## src/rtl/instr_fetch_unit.sv

```systemverilog
// instr_fetch_unit: MIPS fetch stage. Owns the fetch PC, issues word reads to
// instruction memory under a credit rule, buffers in-order responses in a small
// prefetch FIFO and hands instruction/pc/pc+4 to decode over valid/ready.
// Redirects flush buffered words and drain in-flight wrong-path responses.
// Optional feature macro: IF_PERF_CNT_EN adds perf_fetched / perf_flushed counters.
//
// state | meaning
// IDLE  | first cycle after reset, no requests
// FETCH | issuing requests while credit allows, pushing responses
// DRAIN | discarding stale responses left over from a redirect
module instr_fetch_unit #(
  parameter logic [31:0] RESET_PC   = 32'h0000_0000,
  parameter int          FIFO_DEPTH = 2
) (
  input  logic        clk,
  input  logic        rst_n,
  output logic        imem_req,
  output logic [31:0] imem_addr,
  input  logic        imem_gnt,
  input  logic        imem_rvalid,
  input  logic [31:0] imem_rdata,
  input  logic        redirect,
  input  logic [31:0] redirect_pc,
  output logic        if_valid,
  input  logic        if_ready,
  output logic [31:0] if_instr,
  output logic [31:0] if_pc,
  output logic [31:0] if_pc4
`ifdef IF_PERF_CNT_EN
  ,
  output logic [31:0] perf_fetched,
  output logic [31:0] perf_flushed
`endif
);

  localparam int          PW         = (FIFO_DEPTH > 1) ? $clog2(FIFO_DEPTH) : 1;
  localparam int          CW         = PW + 1;
  localparam logic [31:0] RESET_PC_A = {RESET_PC[31:2], 2'b00};
  localparam logic [CW:0] DEPTH_C    = FIFO_DEPTH[CW:0];

  typedef enum logic [1:0] {S_IDLE, S_FETCH, S_DRAIN} state_t;

  state_t          r_state, w_state_nxt;
  logic [31:0]     r_fetch_pc, w_fetch_pc_nxt;
  logic [31:0]     r_rsp_pc, w_rsp_pc_nxt;
  logic [CW-1:0]   r_outstanding, w_outstanding_nxt;
  logic [CW-1:0]   r_drop, w_drop_nxt;
  logic [CW-1:0]   r_count;
  logic [PW-1:0]   r_rd_ptr, r_wr_ptr;
  logic [31:0]     r_fifo_instr [FIFO_DEPTH];
  logic [31:0]     r_fifo_pc    [FIFO_DEPTH];
  logic            w_issue, w_rsp, w_pop, w_push, w_flush, w_drop_rsp;
  logic [CW:0]     w_credit_used;
  logic [31:0]     w_redirect_pc;

  // A pop this cycle frees its entry for credit purposes, which is what lets a
  // one-cycle memory sustain one instruction per cycle.
  assign w_redirect_pc     = {redirect_pc[31:2], 2'b00};
  assign w_pop             = if_valid && if_ready;
  assign w_rsp             = imem_rvalid && (r_outstanding != '0);
  assign w_credit_used     = {1'b0, r_count} - (CW+1)'(w_pop) + {1'b0, r_outstanding};
  assign imem_req          = (r_state == S_FETCH) && (w_credit_used < DEPTH_C);
  assign imem_addr         = r_fetch_pc;
  assign w_issue           = imem_req && imem_gnt;
  assign w_outstanding_nxt = r_outstanding + CW'(w_issue) - CW'(w_rsp);

  assign if_valid = (r_count != '0);
  assign if_instr = if_valid ? r_fifo_instr[r_rd_ptr] : 32'd0;
  assign if_pc    = if_valid ? r_fifo_pc[r_rd_ptr] : 32'd0;
  assign if_pc4   = if_valid ? (r_fifo_pc[r_rd_ptr] + 32'd4) : 32'd0;

  // Next-state, PC and drop-count decisions.
  always_comb begin
    w_state_nxt    = r_state;
    w_fetch_pc_nxt = r_fetch_pc;
    w_rsp_pc_nxt   = r_rsp_pc;
    w_drop_nxt     = r_drop;
    w_push         = 1'b0;
    w_flush        = 1'b0;
    w_drop_rsp     = 1'b0;
    unique case (r_state)
      S_IDLE: w_state_nxt = S_FETCH;
      S_FETCH: begin
        if (redirect) begin
          // Same-cycle issue becomes stale; same-cycle response is discarded.
          w_fetch_pc_nxt = w_redirect_pc;
          w_rsp_pc_nxt   = w_redirect_pc;
          w_flush        = 1'b1;
          w_drop_rsp     = w_rsp;
          w_drop_nxt     = w_outstanding_nxt;
          if (w_outstanding_nxt != '0) w_state_nxt = S_DRAIN;
        end else begin
          if (w_issue) w_fetch_pc_nxt = r_fetch_pc + 32'd4;
          if (w_rsp) begin
            w_push       = 1'b1;
            w_rsp_pc_nxt = r_rsp_pc + 32'd4;
          end
        end
      end
      S_DRAIN: begin
        w_drop_rsp = w_rsp;
        if (w_rsp) w_drop_nxt = r_drop - CW'(1);
        if (redirect) begin
          w_fetch_pc_nxt = w_redirect_pc;
          w_rsp_pc_nxt   = w_redirect_pc;
        end
        if ((r_drop == '0) || (w_rsp && (r_drop == CW'(1)))) w_state_nxt = S_FETCH;
      end
      default: w_state_nxt = S_IDLE;
    endcase
  end

  // Control state registers.
  always_ff @(posedge clk or negedge rst_n) begin
    if (!rst_n) begin
      r_state       <= S_IDLE;
      r_fetch_pc    <= RESET_PC_A;
      r_rsp_pc      <= RESET_PC_A;
      r_outstanding <= '0;
      r_drop        <= '0;
    end else begin
      r_state       <= w_state_nxt;
      r_fetch_pc    <= w_fetch_pc_nxt;
      r_rsp_pc      <= w_rsp_pc_nxt;
      r_outstanding <= w_outstanding_nxt;
      r_drop        <= w_drop_nxt;
    end
  end

  // FIFO pointers and occupancy; a flush empties the buffer outright.
  always_ff @(posedge clk or negedge rst_n) begin
    if (!rst_n) begin
      r_rd_ptr <= '0;
      r_wr_ptr <= '0;
      r_count  <= '0;
    end else if (w_flush) begin
      r_rd_ptr <= '0;
      r_wr_ptr <= '0;
      r_count  <= '0;
    end else begin
      if (w_push) r_wr_ptr <= r_wr_ptr + PW'(1);
      if (w_pop)  r_rd_ptr <= r_rd_ptr + PW'(1);
      r_count <= r_count + CW'(w_push) - CW'(w_pop);
    end
  end

  // FIFO storage; contents are masked at the outputs while empty, so no reset.
  always_ff @(posedge clk) begin
    if (w_push) begin
      r_fifo_instr[r_wr_ptr] <= imem_rdata;
      r_fifo_pc[r_wr_ptr]    <= r_rsp_pc;
    end
  end

`ifdef IF_PERF_CNT_EN
  logic [31:0] r_perf_fetched, r_perf_flushed;
  logic [31:0] w_flush_cnt;

  // Entries popped on the redirect cycle count as consumed, not flushed.
  assign w_flush_cnt  = w_flush ? (32'(r_count) - 32'(w_pop)) : 32'd0;
  assign perf_fetched = r_perf_fetched;
  assign perf_flushed = r_perf_flushed;

  // Performance counters, free-running with natural wrap.
  always_ff @(posedge clk or negedge rst_n) begin
    if (!rst_n) begin
      r_perf_fetched <= 32'd0;
      r_perf_flushed <= 32'd0;
    end else begin
      r_perf_fetched <= r_perf_fetched + 32'(w_pop);
      r_perf_flushed <= r_perf_flushed + w_flush_cnt + 32'(w_drop_rsp);
    end
  end
`endif

endmodule

```

## config.mk

```make
export PLATFORM = sky130hd
export DESIGN_NAME = instr_fetch_unit
export DESIGN_NICKNAME = d
export VERILOG_FILES = /design/src/rtl/instr_fetch_unit.sv
export SDC_FILE = /design/constraint.sdc
export NUM_CORES = 1
export LEC_CHECK = 0
export CAP_MARGIN = 10
export CORE_MARGIN = 3
export CORE_UTILIZATION = 52
export CTS_CLUSTER_DIAMETER = 200
export DETAILED_ROUTE_END_ITERATION = 8
export HOLD_SLACK_MARGIN = 0.03
export PLACE_DENSITY = 0.8
export SETUP_SLACK_MARGIN = 0.5
export SKIP_LAST_GASP = 1
export SLEW_MARGIN = 20
export SYNTH_ARGS = -nofsm -noshare
export SYNTH_HDL_FRONTEND = slang
export SYNTH_SLANG_ARGS = --single-unit
export TNS_END_PERCENT = 30
```

## constraint.sdc

```tcl
create_clock -name clk -period 5.8 [get_ports clk]
set_input_delay 1.74 -clock clk [delete_from_list [all_inputs] [get_ports clk]]
set_output_delay 1.74 -clock clk [all_outputs]
set_load 0.02 [all_outputs]
```

Word level (Yosys, flattened, before mapping)
Memories as Yosys holds them, arrays and structs flattened. Cells that the tools add are included. W data, S select, Z words.

Add/sub/neg operators: 12. Order comparisons: 1. Equal/unequal tests: 10. Muxes and demuxes: 29. Reductions and logical operators: 18.

Operators by type and width (number): $mux W32 (8); $pmux W32 S2 (2); $add A32 B3 Y32 const B (3); $mux W2 (6); $reduce_and A3 Y1 (4); $reduce_bool A2 Y1 (6); $mux W1 (11); $ne A2 B2 Y1 const B (4); $ne A3 B3 Y1 const B (2); $pmux W2 S3 (1); $logic_and A1 B1 Y1 (5); $add A2 B1 Y2 (2); $eq A2 B1 Y1 const B (2); $logic_not A2 Y1 (2); $pmux W2 S2 (1); $sub A2 B1 Y2 (2); $add A3 B2 Y3 (1); $lt A3 B2 Y1 const B (1); $sub A2 B1 Y3 (1); $add A1 B1 Y1 const B (2); $eq A2 B2 Y1 const B (1); $ne A2 B1 Y1 const B (1); $sub A2 B1 Y2 const B (1); $logic_or A1 B1 Y1 (1).

Bits in registers: 74. Memory bits (writable): 128. Bits of input ports: 70. Output and inout bits: 130. Memories: 2.

Memories: r_fifo_instr (words 2, bits a word 32, rd ports 1, clocked after memory_dff 0, write ports 1, line 50) `logic [31:0] r_fifo_instr [FIFO_DEPTH];`; r_fifo_pc (words 2, bits a word 32, rd ports 1, clocked after memory_dff 0, write ports 1, line 51) `logic [31:0] r_fifo_pc [FIFO_DEPTH];`.

Longest topological paths before layout
Gate-level depths: netlist of run 1.

Depth after elaboration: 13. Mapped depth: 14.

Worst setup path before layout of run 1
No wires, ideal clock.

Path kind: input to register. Start point: in imem_rvalid. End point: mem r_fifo_instr[0][0], enable pin. Library setup time: 482 ps. Arrival time: 4751 ps. Required time: 5318 ps. Slack: 566 ps. Stages on the path: 4. Path buffers: 0. Path through: o21ai_1 -> inv_1 -> nand3_1 -> nor2_1.

Cells in the longest elaborated chain, start to end: 6.

Ends and longest elaborated chain: start, declared (line 20) `input logic imem_rvalid,`; $logic_and A1 B1 Y1 (line 60) `assign w_rsp = imem_rvalid && (r_outstanding != '0);`; $mux W1 (line 94) `if (w_rsp) begin`; $mux W1 (line 84) `if (redirect) begin`; $mux W1 (line 81) `unique case (r_state)`; $mux W1 (line 149) `if (w_push) begin`; $mux W1 (not written as such) (line 150) `r_fifo_instr[r_wr_ptr] <= imem_rdata;`; end, declared (line 50).

Every way passes these cells.

Final worst setup path of run 1
Start point: in if_ready. End point: out imem_req.

Cells in the longest elaborated chain, start to end: 5.

Ends and longest elaborated chain: start, declared (line 25) `input logic if_ready,`; $logic_and A1 B1 Y1 (line 59) `assign w_pop = if_valid && if_ready;`; $sub A2 B1 Y3 (line 61) `assign w_credit_used = {1'b0, r_count} - (CW+1)'(w_pop) + {1'b0, r_outstanding};`; $add A3 B2 Y3 (line 61); $lt A3 B2 Y1 (line 62) `assign imem_req = (r_state == S_FETCH) && (w_credit_used < DEPTH_C);`; $logic_and A1 B1 Y1 (line 62); end, declared (line 17) `output logic imem_req,`.

Every way passes these cells.

==> run_results.csv, run 1 <==
group,metric,value,unit
yosys,avgSynthCellArea,10.5,um2
finish,fin_util,68.3,%
die,initial_core_util,53.5,%
yosys,syn-instance-count,965,
placement,routabilityCongestion,0.882,
yosys,synth_warnings,0,
yosys,async_flop_share,36.1,%
timing,worst_slew_pin_slew,1.08,ns
pwr,vdd_ir_drop_max,0.000311,V
clocking,cts_buffers,17,
global_routing,grt_overflow,0,
timing,fin_skew,0.00815,ns
placement,dpl.hpwl,18300,um
timing,hold_viol_final,0,
finish,final_common_cell,"clkdlybuf4s50_1",
worst_setup_path,end_kind,"output pin",
timing,finalSetupViolCount,0,
yosys,synthXorXnorAreaFrac,1.56,%
worst_setup_path,worstReg2RegEnd,"r_state[0]$_DFFE_PN0P_",
pwr,pwr_density_cell,562,nW/um2
min_path,holdPathEnd,"r_fifo_pc[0][30]$_DFFE_PP_",
clocking,clock_latency,0.44,ns
routing,route.detailed.drc,0,
clocking,clock_path_buffers,2,
finish,mostFrequentLayoutCells,"clkdlybuf4s50_1 (189), edfxtp_1 (124), nor2_1 (102)",
finish,n_antenna_cell,0,
placement,port_buffers,191,
worst_setup_path,cp.arrival,3.45,ns
worst_setup_path,rr_startpoint,"r_count[1]$_DFF_PN0_",
worst_setup_path,path_class,"input pin to output pin",
die,rows,50,
yosys,ys.flop_type,"edfxtp_1",
die,die_y,145,um
routing,initialDrtViolationCount,774,
timing,fin_crit_sh,89.5,%
clocking,cts_tree,"yes",
clocking,cts_root_buf,"clkbuf_16",
timing,rsz0062_at_grt,"yes",
min_path,hp-start,"r_rsp_pc[30]$_DFFE_PN0P_",
routing,viasPerCell,5.99,
die,fp.dieArea,21200,um2
die,die_w,145,um
worst_setup_path,crit_required,4.06,ns
timing,whs,0.513,ns
worst_setup_path,cp-start-kind,"input pin",
run_status,outcome,"finished, final reports clean",
timing,slew_headroom,27.9,%
die,ios,200,
finish,nFillCells,1410,
global_routing,grt_util_all_layers,24.2,%
yosys,ys_types,63,
yosys,synth_top_family_by_area,"simple AND/OR/NAND/NOR gates",
timing,period_needed,5.19,ns
finish,seqCellArea,5480,um2
routing,postRouteAntennaNets,0,
worst_setup_path,reg2regPathDepth,20,
finish,multi_input_area,4320,um2
global_routing,grt_pass1_wl,41700,um
routing,wirelength,26100,um
yosys,synthAdderAreaFrac,1.93,%
min_path,hp-class,"flip-flop to flip-flop",
yosys,synth-simple-area-share,16.5,%
timing,drv_slew,0,
pwr,leakage,4.76,nW
finish,fin_nets,1223,
finish,drive_gt1_share,7.91,%
timing,setup_tns,0,ns
routing,num_vias,8445,
global_routing,antenna_found_initial,0,
pwr,power,7.26,mW
yosys,syn-cell-area,10100,um2
worst_setup_path,reg2reg_slack,1.96,ns
timing,fmax,0.193,GHz
clocking,cts_sinks,194,
routing,drt_pass1_iterations,5,
flow_run,drv_cap,0,
routing,avgRoutedWirePerCell,18.5,um
worst_setup_path,cp_max_fo,3,
yosys,ys_ff_latch,194,
clocking,path_clk_slew,0.07,ns
clocking,htree_levels,4,
global_routing,grt_max_degree,88,
finish,area_growth,27.6,%
yosys,synth_edf_count,124,
yosys,synth-compound-area-share,15.0,%
die,core,18900,um2
yosys,muxShareOfSynthArea,6.83,%
yosys,ys_seq_area_share,54.1,%
min_path,whs_path_depth,0,
global_routing,grt_pass1_vias,7793,
==> state kept, by name (all words and copies together) (netlist names) <==
| signal | cells |
|---|---|
| r_count | 2 |
| r_wr_ptr | 1 |
| r_fifo_instr | 64 |
| r_rsp_pc | 30 |
| r_rd_ptr | 1 |
| imem_addr | 30 |
| r_outstanding | 2 |
| r_drop | 2 |
| r_fifo_pc | 60 |
| r_state | 2 |
==> worst max path at each step <==
stage	startpoint	end	slack (ns)	cells past startpoint
after floorplan	imem_rvalid	r_fifo_instr[0][0]$_DFFE_PP_	0.57	4
after global placement	if_ready	imem_req	0.17	8
after detailed placement	if_ready	imem_req	0.13	8
after CTS	r_rd_ptr$_DFFE_PN0P_	if_pc4[30]	0.50	8
after global routing	r_rd_ptr$_DFFE_PN0P_	if_pc4[26]	0.47	8
final	if_ready	imem_req	0.61	8
==> worst max-delay path: stages <==
cell,delay [ns]
clkdlybuf4s50_1,0.51
nand2_1,0.06
nor2_1,0.12
o21ai_0,0.12
fa_1,0.39
xor2_1,0.18
and3_1,0.17
buf_2,0.16
==> layout make-up <==
type / instances / share of cell area [%]
inverters: 24 / 0.698
multi-input cells: 682 / 33.5
clock inverters: 15 / 1.07
clock buffers: 17 / 3.29
well taps: 260 / 2.52
flip-flops and latches: 194 / 42.4
repair buffers: 219 / 16.5
==> power by group <==
group          internal (mW)  total [mW]  switching (mW)
sequential              1.86        2.26           0.403
clock                  0.571        1.13           0.556
combinational           1.71        3.87            2.16
==> what timing repair did <==
action                     in CTS  in global routing
hold buffers                    0                  0
gates cloned                    0                  0
pin swaps                       1                  4
resized for setup               4                  4
buffers inserted                7                  3
setup endpoints to repair       6                 10
==> stage by stage <==
stage / setup slack (ns) / cells / cell area [um2]
final: 0.608 / 1411 / 12900
after global routing: 0.469 / 1411 / 12900
after CTS: 0.499 / 1408 / 12900
after detailed placement: 0.127 / 1369 / 12300
after global placement: 0.169 / 1369 / 12300
after floorplan: 0.566 / 970 / 10100
==> Yosys cell counts, types with 3 or more instances <==
library cell,number,area share (%)
edfxtp_1,124,37
nor2_1,106,3.9
a21oi_1,81,4.0
dfrtp_1,70,17
nand2_1,70,2.6
mux2i_1,60,5.9
clkbuf_1,48,1.8
nand3_1,45,2.2
o21ai_0,39,1.9
nand4_1,32,2.0
o22ai_1,31,1.9
inv_1,24,0.89
a2bb2oi_1,16,1.4
ha_1,14,1.7
nor3_1,14,0.69
xnor2_1,14,1.2
and3_1,13,0.80
and4_1,11,0.95
and2_1,10,0.62
o31ai_1,10,0.74
a31oi_1,9,0.56
buf_2,9,0.45
buf_4,8,0.59
mux2_2,8,0.89
nor4_1,7,0.43
a211oi_1,6,0.45
a41o_1,6,0.59
o22a_1,6,0.52
nand2b_1,5,0.31
o21a_1,5,0.37
o41ai_1,5,0.43
or3_1,5,0.31
nor2b_1,4,0.25
or4_1,4,0.30
xor2_1,4,0.35
a21boi_0,3,0.22
buf_1,3,0.11
nand4_2,3,0.37
o21ai_1,3,0.15
==> cell families (layout without fill, tap and decap cells) <==
| group | after synthesis | in the layout |
|---|---|---|
| AND/OR/NAND/NOR | 336 | 336 |
| buffers and inverters | 94 | 275 |
| XOR/XNOR | 18 | 18 |
| other | 1 | 6 |
| AO/OA/AOI/OAI | 239 | 239 |
| flip-flops | 194 | 194 |
| adder cells (fa/ha/maj) | 15 | 15 |
| multiplexers | 68 | 68 |
==> per-layer routing <==
metal,wire length [um],global-route usage (%),vias to the layer above
met2,11800,37.1,446
met5,0,0,-
li1,-,-,3967
met4,403,6.79,0
met3,2320,6.04,37
met1,11600,34.6,3995
Note: power is estimated with default switching activity, not from simulation.
==> run 2, diff against run 1 <==
Settings changed: CORE_UTILIZATION 52 to 47, PLACE_DENSITY 0.8 to 0.77, RECOVER_POWER set to 100.
Clock period 5.8 ns to 4.7 ns, I/O delays scaled along.
==> run_results.csv, run 2 (synthesized netlist as in run 1, its figures left out) <==
group,metric,value,unit
pwr,switching_share,43.2,%
placement,pre_cts_ws,-0.240,ns
pwr,power,8.90,mW
clocking,cts_buffers,17,
min_path,hp-class,"flip-flop to flip-flop",
worst_setup_path,path_class,"flip-flop to output pin",
worst_setup_path,reg2reg_slack,0.92,ns
timing,finalSetupViolCount,0,
clocking,clock_path_buffers,2,
die,initial_core_util,48.0,%
timing,period_needed,4.40,ns
finish,largest_reg_flops,64,
timing,fin_crit_sh,93.6,%
pwr,pwr-share-comb,52.9,%
global_routing,grt_overflow,0,
min_path,whs_path_depth,0,
pwr,p_int,5.05,mW
timing,rsz0062_at_grt,"yes",
finish,drive_gt1_share,10.3,%
timing,fin_skew,0.0157,ns
worst_setup_path,cp-start-kind,"flip-flop",
routing,viasPerCell,5.95,
finish,mostFrequentLayoutCells,"dlygate4sd3_1 (131), edfxtp_1 (124), nor2_1 (102)",
pwr,leakage,5.07,nW
worst_setup_path,reg2regPathDepth,19,
die,fp.dieArea,23300,um2
routing,postRouteAntennaNets,0,
global_routing,grt_max_degree,79,
routing,initialDrtViolationCount,694,
clocking,cts_sinks,194,
finish,finalNonFillerCells,1457,
die,rows,53,
timing,hold_viol_final,0,
worst_setup_path,cp_max_fo,26,
pwr,clock_power_share,15.9,%
finish,fin_nets,1254,
clocking,cts_hold_buf,0,
timing,worst_slew_pin_slew,2.12,ns
finish,reg_top3,"r_fifo_instr (64), r_fifo_pc (60)",
finish,top_register,"r_fifo_instr",
routing,route.detailed.drc,0,
timing,drv_slew,163,
placement,dp_cells,1398,
die,die_w,153,um
timing,setup_tns,0,ns
finish,fin_util,62.7,%
die,ios,200,
global_routing,grt_pass1_wl,43600,um
die,core,21100,um2
clocking,cts_tree,"yes",
clocking,path_clk_slew,0.07,ns
pwr,seqPwrFrac,31.1,%
clocking,cts_root_buf,"clkbuf_16",
finish,n_antenna_cell,0,
flow_run,drv_cap,3,
timing,layout_setup_ws,0.300,ns
timing,fmax,0.227,GHz
worst_setup_path,end_kind,"output pin",
pwr,switchingPower,3.84,mW
finish,nFillCells,1682,
worst_setup_path,cp.arrival,2.99,ns
global_routing,grt_pass1_vias,8129,
run_status,violations,"max-capacitance violations, max-slew violations",
placement,dpl.hpwl,18900,um
finish,final_common_cell,"dlygate4sd3_1",
timing,slew_headroom,-41.5,%
run_status,outcome,"finished, violations left",
routing,drt_pass1_iterations,6,
worst_setup_path,crit_required,3.29,ns
pwr,pwr_density_cell,673,nW/um2
pwr,vdd_ir_drop_max,0.000324,V
clocking,htree_levels,4,
routing,num_vias,8676,
routing,wirelength,27800,um
global_routing,antenna_found_initial,2,
routing,avgRoutedWirePerCell,19.1,um
global_routing,grt_util_all_layers,23.0,%
placement,routabilityCongestion,0.882,
placement,port_buffers,191,
finish,area_growth,30.6,%
die,die_y,153,um
clocking,clock_latency,0.45,ns
run 2: cell types whose count changed in the layout (fill, tap and decap cells not counted), moves of 6 or more:
cell,delta
clkbuf_1,+23
clkbuf_2,+6
clkbuf_4,+6
clkdlybuf4s50_1,-155
dlygate4sd2_1,+11
dlygate4sd3_1,+131
run 2: worst max-delay path, stage by stage, from the launching register on:
cell and delay [ns]:
dfrtp_1 0.50, buf_16 0.23, mux2i_1 0.55, a211oi_4 0.09, nand4_4 0.16, clkbuf_1 0.38, o21ai_0 0.16, o31ai_1 0.09
dlygate4sd2_1 0.40
run 2: power groups by stage:
stage | clock network (mW) | logic [mW] | registers (mW)
detailed placement | 0 | 4.67 | 2.79
CTS | 1.43 | 4.89 | 2.76
finish | 1.42 | 4.71 | 2.77
global placement | 0 | 4.59 | 2.77
global route | 1.52 | 5.10 | 2.84
floorplan | 0 | 2.76 | 2.77
run 2: final cells by class:
cell class / count / area [um2] / area share, %
timing repair buffer: 250 / 2290 / 17.3
clock inverter: 13 / 135 / 1.02
multi-input combinational: 682 / 4440 / 33.6
clock buffer: 19 / 433 / 3.28
tap: 275 / 344 / 2.60
inverter: 24 / 90.1 / 0.682
sequential: 194 / 5480 / 41.4
run 2: final timing paths:
check	endpoint	from
max	if_pc4[24]	r_rd_ptr$_DFFE_PN0P_
min	r_fifo_pc[1][29]$_DFFE_PP_	r_rsp_pc[29]$_DFFE_PN0P_
max reg2reg	r_state[0]$_DFFE_PN0P_	r_count[1]$_DFF_PN0_
min reg2reg	r_fifo_pc[1][29]$_DFFE_PP_	r_rsp_pc[29]$_DFFE_PN0P_
max in group asynchronous	r_count[1]$_DFF_PN0_	rst_n
min in group asynchronous	imem_addr[5]$_DFFE_PN0P_	rst_n
run 2: metal layers:
| layer | vias up | track usage, % | share of wire (%) |
|---|---|---|---|
| li1 | 4045 | - | - |
| met1 | 4150 | 32.5 | 43 |
| met2 | 425 | 35.7 | 46 |
| met3 | 52 | 5.23 | 8.0 |
| met4 | 4 | 7.00 | 2.4 |
| met5 | - | 0 | 0.097 |
run 2: stage by stage:
stage | cell area (um2) | hold WS [ns]
2_1_floorplan | 10100 | 0.440
6_report | 13200 | 0.530
3_5_place_dp | 12400 | 0.507
4_1_cts | 13200 | 0.525
5_1_grt | 13200 | 0.537
3_3_place_gp | 12400 | 0.490
run 2: timing repair:
item	in CTS	in global routing
pin swaps	14	19
setup buffers	14	12
cloned	1	0
setup endpoints to repair	26	30
resized for setup	68	33
